--- config.mk ---
export PLATFORM = sky130hd
export DESIGN_NAME = ultrasonic_scan_scheduler
export DESIGN_NICKNAME = d
export VERILOG_FILES = /design/src/rtl/ultrasonic_pkg.sv /design/src/rtl/echo_sync_edge.sv /design/src/rtl/ultrasonic_scan_scheduler.sv
export SDC_FILE = /design/constraint.sdc
export NUM_CORES = 1
export LEC_CHECK = 0
export ABC_AREA = 1
export CORE_MARGIN = 3
export CORE_UTILIZATION = 30
export DETAILED_ROUTE_END_ITERATION = 10
export PLACE_DENSITY_LB_ADDON = 0.05
export RECOVER_POWER = 100
export SLEW_MARGIN = 30
export SYNTH_ARGS = -nofsm -noshare
export SYNTH_HDL_FRONTEND = slang
export SYNTH_SLANG_ARGS = --single-unit
--- constraint.sdc ---
create_clock -name clk -period 2.1 [get_ports clk]
set_input_delay 0.42 -clock clk [delete_from_list [all_inputs] [get_ports clk]]
set_output_delay 0.42 -clock clk [all_outputs]
set_load 0.005 [all_outputs]
--- src/rtl/ultrasonic_pkg.sv ---
// Shared types and 50 MHz defaults for the ultrasonic scan scheduler.
// Consumers convert meas_cycles to distance with CYCLES_PER_CM.
package ultrasonic_pkg;

  typedef enum logic [2:0] {
    IDLE,
    TRIG,
    WAIT_RISE,
    MEASURE,
    GAP
  } state_e;

  localparam int CLK_HZ             = 50_000_000;
  localparam int DEF_TRIG_CYCLES    = 500;
  localparam int DEF_TIMEOUT_CYCLES = 1_500_000;
  localparam int DEF_GAP_CYCLES     = 3_000_000;
  localparam int DEF_CNT_W          = 22;
  // Round-trip echo time per centimetre at 50 MHz.
  localparam int CYCLES_PER_CM      = 2900;

  function automatic int idx_width(input int n);
    return (n > 1) ? $clog2(n) : 1;
  endfunction

endpackage

--- src/rtl/echo_sync_edge.sv ---
// Two-flop synchronizer for one echo pin, with a history flop
// that turns the synchronized level into rise/fall pulses.
module echo_sync_edge (
  input  logic clk,
  input  logic reset,
  input  logic echo_i,
  output logic rise_o,
  output logic fall_o
);

  logic s1_q, s2_q, h_q;

  always_ff @(posedge clk) begin
    if (!reset) begin
      s1_q <= 1'b0;
      s2_q <= 1'b0;
      h_q  <= 1'b0;
    end else begin
      s1_q <= echo_i;
      s2_q <= s1_q;
      h_q  <= s2_q;
    end
  end

  assign rise_o = s2_q & ~h_q;
  assign fall_o = ~s2_q & h_q;

endmodule

--- src/rtl/ultrasonic_scan_scheduler.sv ---
// Round-robin trigger/echo timing engine shared by N ultrasonic
// sensors; publishes one tagged measurement per ping.
module ultrasonic_scan_scheduler
  import ultrasonic_pkg::*;
#(
  parameter int N_SENSORS      = 2,
  parameter int TRIG_CYCLES    = DEF_TRIG_CYCLES,
  parameter int TIMEOUT_CYCLES = DEF_TIMEOUT_CYCLES,
  parameter int GAP_CYCLES     = DEF_GAP_CYCLES,
  parameter int CNT_W          = DEF_CNT_W,
  localparam int IDX_W         = idx_width(N_SENSORS)
) (
  input  logic                 clk,
  input  logic                 reset,
  input  logic                 enable,
  input  logic [CNT_W-1:0]     near_thresh,
  input  logic [N_SENSORS-1:0] echo,
  output logic [N_SENSORS-1:0] trigger,
  output logic                 busy,
  output logic                 meas_valid,
  output logic [IDX_W-1:0]     meas_id,
  output logic [CNT_W-1:0]     meas_cycles,
  output logic                 meas_timeout,
  output logic [N_SENSORS-1:0] near
);

  localparam logic [CNT_W-1:0] TRIG_LAST = CNT_W'(TRIG_CYCLES - 1);
  localparam logic [CNT_W-1:0] TMO       = CNT_W'(TIMEOUT_CYCLES);
  localparam logic [CNT_W-1:0] GAP_LAST  = CNT_W'(GAP_CYCLES - 1);
  localparam logic [IDX_W-1:0] IDX_LAST  = IDX_W'(N_SENSORS - 1);

  logic [N_SENSORS-1:0] rise, fall;

  for (genvar g = 0; g < N_SENSORS; g++) begin : g_sync
    echo_sync_edge u_sync (
      .clk    (clk),
      .reset  (reset),
      .echo_i (echo[g]),
      .rise_o (rise[g]),
      .fall_o (fall[g])
    );
  end

  state_e           state_q, state_d;
  logic [IDX_W-1:0] idx_q, idx_d;
  logic [CNT_W-1:0] cnt_q, cnt_d;

  logic             pub;
  logic [CNT_W-1:0] pub_cycles;
  logic             pub_to;

  logic                 valid_q;
  logic [IDX_W-1:0]     id_q;
  logic [CNT_W-1:0]     cycles_q;
  logic                 to_q;
  logic [N_SENSORS-1:0] near_q;

  always_comb begin
    state_d    = state_q;
    idx_d      = idx_q;
    cnt_d      = cnt_q;
    pub        = 1'b0;
    pub_cycles = '0;
    pub_to     = 1'b0;
    unique case (state_q)
      IDLE: begin
        if (enable) begin
          state_d = TRIG;
          cnt_d   = '0;
        end
      end
      TRIG: begin
        if (cnt_q == TRIG_LAST) begin
          state_d = WAIT_RISE;
          cnt_d   = '0;
        end else begin
          cnt_d = cnt_q + 1'b1;
        end
      end
      WAIT_RISE: begin
        if (rise[idx_q]) begin
          state_d = MEASURE;
          cnt_d   = CNT_W'(1);
        end else if (cnt_q == TMO) begin
          pub     = 1'b1;
          pub_to  = 1'b1;
          state_d = GAP;
          cnt_d   = '0;
        end else begin
          cnt_d = cnt_q + 1'b1;
        end
      end
      MEASURE: begin
        if (fall[idx_q]) begin
          pub        = 1'b1;
          pub_cycles = cnt_q;
          state_d    = GAP;
          cnt_d      = '0;
        end else if (cnt_q == TMO) begin
          pub        = 1'b1;
          pub_cycles = TMO;
          pub_to     = 1'b1;
          state_d    = GAP;
          cnt_d      = '0;
        end else begin
          cnt_d = cnt_q + 1'b1;
        end
      end
      GAP: begin
        if (cnt_q == GAP_LAST) begin
          cnt_d   = '0;
          idx_d   = (idx_q == IDX_LAST) ? '0 : idx_q + 1'b1;
          state_d = enable ? TRIG : IDLE;
        end else begin
          cnt_d = cnt_q + 1'b1;
        end
      end
      default: state_d = IDLE;
    endcase
  end

  always_ff @(posedge clk) begin
    if (!reset) begin
      state_q  <= IDLE;
      idx_q    <= '0;
      cnt_q    <= '0;
      valid_q  <= 1'b0;
      id_q     <= '0;
      cycles_q <= '0;
      to_q     <= 1'b0;
      near_q   <= '0;
    end else begin
      state_q <= state_d;
      idx_q   <= idx_d;
      cnt_q   <= cnt_d;
      valid_q <= pub;
      if (pub) begin
        id_q          <= idx_q;
        cycles_q      <= pub_cycles;
        to_q          <= pub_to;
        near_q[idx_q] <= !pub_to && (pub_cycles < near_thresh);
      end
    end
  end

  always_comb begin
    trigger = '0;
    if (state_q == TRIG) trigger[idx_q] = 1'b1;
  end

  assign busy         = (state_q != IDLE);
  assign meas_valid   = valid_q;
  assign meas_id      = id_q;
  assign meas_cycles  = cycles_q;
  assign meas_timeout = to_q;
  assign near         = near_q;

endmodule
==> impl_metrics.yaml <==
placement:
  gp_congestion: 0.876
  dp_hpwl_um: 9910
  portBuffers: 56
  dp.cells: 844
  post-place-ws_ns: -0.334
layout:
  instances_no_fill: 866
  diodes: 0
  multiInputGateArea_mm2: 0.00229
  final_common_cell: "nand2_1"
  nets: 744
  post-route-util_pct: 46.3
  drive_gt1_share_pct: 24.2
  layout_common_cells: "nand2_1 (102), buf_4 (84), inv_1 (79)"
  regArea_mm2: 0.00118
  fillCellCount: 1270
  syn2layout_area_growth_pct: 49.5
floorplanning:
  placementRows: 40
  die_w_um: 118
  ios: 57
  die-area_mm2: 0.0139
  die_h_um: 118
  initial_core_util_pct: 31.0
  coreArea_mm2: 0.0122
timing:
  grt_setup_unrepaired: "yes"
  skew_ns: 0.00766
  post-route-period-util_pct: 111
  postLayoutSetupSlackWorst_ns: -0.224
  setup_viol: 2
  hold_violations: 0
  slew_headroom_pct: 73.4
  tightest_slew_ns: 0.397
  holdWs_ns: 0.410
  fin_crit_ns: 2.32
  drv_slew: 0
  fmax_ghz: 0.430
yosys:
  synth_cell_types: 38
  synth_edf_count: 0
  synth_nets: 604
  syn_area_mm2: 0.00376
  postSynthAreaPerCell_um2: 6.80
  synth-seq-cells: 59
  yosysSeqAreaShare_pct: 31.4
  synthCells: 554
  yosysWarnings: 0
  ys.flop_type: "dfxtp_1"
  async_flop_share_pct: 0
pwr:
  powerDensity_mw_per_mm2: 689
  leakage_nw: 2.56
  peakVddDrop_v: 0.000325
  finalPower_mw: 3.88
critical_path:
  r2r_start: "cnt_q[1]"
  cp_cell_sequence: "inv_2 > ha_4 > nand2_1 > nor2_1 > nand2_1 > nor2_4 > nand2_4 > nand2_8 > nand2_4 > a21oi_4 > ha_4 > a21oi_1 > o21ai_1 > nand2_1 > nand2_1 > nand2_1 > nand2_1 > nor2_1 > nand2_2 > a21oi_2"
  worstPathRequired_ns: 2.38
  reg2regPathDepth: 20
  path_buf_inv: 1
  slowest_delay_ns: 0.32
  endpoint: "near[0]"
  start_kind: "flip-flop"
  worst-path-stages: 20
  r2r_end: "near[0]"
  worst-r2r-setup-slack_ns: -0.22
  crit_top_cell: "nand2_1"
  path_delay_family: "simple AND/OR/NAND/NOR gates"
  path_class: "reg -> reg"
  cp_max_fo: 5
  crit_start: "cnt_q[1]"
  worstPathArrival_ns: 2.61
  worstSetupEndpointType: "flip-flop"
  slowest_stage: "dfxtp_2"
global_routing:
  antenna_found_initial: 0
  grt_use_total_pct: 18.5
  grt_pass1_vias: 3911
  grt_pass1_wl_um: 20200
  grt_max_degree: 20
  grt-ovfl-total: 0
drt:
  vias: 3929
  drtPass1Iterations: 5
  drtIter0Drc: 195
  antenna_left: 0
  drcViolationCount: 0
  wl_um: 12700
  wire_per_inst_um: 14.6
  via_per_inst: 4.54
hold_path:
  hold_path.class: "reg -> reg"
clock_tree:
  cts-root-buf: "clkbuf_16"
  cts_max_level: 3
  cts.sinks: 59
  cts_tree: "yes"
  clk_pin_slew_ns: 0.06
  cts_max_path_buffers: 2
  worst_skew_pair.late_latency_ns: 0.34
  holdBufCountCts: 0
  cts-buffers-inserted: 9
outcome:
  violations: "negative setup slack"
  status: "finished with violations"
run:
  cap_viol_max_count: 0
## layer usage
metal	routed length (um)	global-route usage [%]	vias up
met5	0	0	-
met4	238	6.52	0
met3	617	4.23	20
met2	5800	29.8	82
met1	6010	24.4	1781
li1	-	-	2046
## registers in the layout (all words and copies together), names as in the netlist
register,flops
cnt_q,22
idx_q,1
g_sync.u_sync.s1_q,2
meas_timeout,1
g_sync.u_sync.h_q,2
state_q,3
meas_valid,1
near,2
meas_id,1
g_sync.u_sync.s2_q,2
meas_cycles,22
## cells by family (layout without fill, tap and decap cells)
group	count (synthesis)	count (layout)	share of synthesized area, %
AND/OR/NAND/NOR	275	276	34.9
adder cells (fa/ha/maj)	23	23	7.64
XOR/XNOR	8	8	1.86
buffers and inverters	105	248	11.7
AO/OA/AOI/OAI	84	84	12.5
flip-flops	59	59	31.4
## stage by stage
stage          instance area (um^2)  setup TNS [ns]
6_report                       5630          -0.432
3_3_place_gp                   5100          -0.518
4_1_cts                        5580          -0.445
5_1_grt                        5630          -0.712
3_5_place_dp                   5100          -0.667
2_1_floorplan                  3780          -0.367
## worst min path at each step
stage | from | end | cells after the start
2_1_floorplan | g_sync[0].u_sync.s1_q | g_sync[0].u_sync.s2_q | 2
3_3_place_gp | g_sync[0].u_sync.s1_q | g_sync[0].u_sync.s2_q | 2
3_5_place_dp | g_sync[0].u_sync.s1_q | g_sync[0].u_sync.s2_q | 2
4_1_cts | g_sync[0].u_sync.s1_q | g_sync[0].u_sync.s2_q | 2
5_1_grt | g_sync[1].u_sync.s1_q | g_sync[1].u_sync.s2_q | 2
6_report | g_sync[0].u_sync.s1_q | g_sync[0].u_sync.s2_q | 2
## synthesized netlist by cell type, types with 7 or more instances
| cell type | number | area share [%] |
|---|---|---|
| a21oi_1 | 43 | 5.7 |
| clkbuf_1 | 7 | 0.70 |
| dfxtp_1 | 59 | 31 |
| ha_1 | 23 | 7.6 |
| inv_1 | 82 | 8.2 |
| nand2_1 | 103 | 10 |
| nand3_1 | 33 | 4.4 |
| nand3_2 | 7 | 1.9 |
| nand4_1 | 8 | 1.3 |
| nor2_1 | 75 | 7.5 |
| nor2_2 | 11 | 1.8 |
| nor3_1 | 13 | 1.7 |
| nor3_2 | 7 | 1.9 |
| o21a_1 | 10 | 2.0 |
| o21ai_0 | 21 | 2.8 |
| xor2_1 | 8 | 1.9 |
## worst register-to-register path: cells and delay by family, from the launching register on
family                   cells  cell delay, ns
AO/OA/AOI/OAI                4            0.53
adder cells (fa/ha/maj)      2            0.35
buffers and inverters        1            0.07
flip-flops                   1            0.32
AND/OR/NAND/NOR             13            1.02
## layout make-up
class,count,share of cell area [%]
multi-input combinational,391,40.7
timing repair buffer,145,22.6
sequential,59,21.0
inverter,88,5.91
clock buffer,9,4.00
tap,168,3.73
clock inverter,6,2.02
## timing repair
item	4_1_cts	5_1_grt
resized for setup	18	9
setup endpoints to repair	4	2
setup buffers	4	2
gates cloned	1	0
pin swaps	10	1
## report_power, final
group / switching (mW) / total [mW] / internal (mW)
sequential: 0.0180 / 1.18 / 1.16
combinational: 0.535 / 0.969 / 0.434
clock: 0.580 / 1.74 / 1.16
total: 1.13 / 3.88 / 2.75
Note: power is estimated with default switching activity, not from simulation.
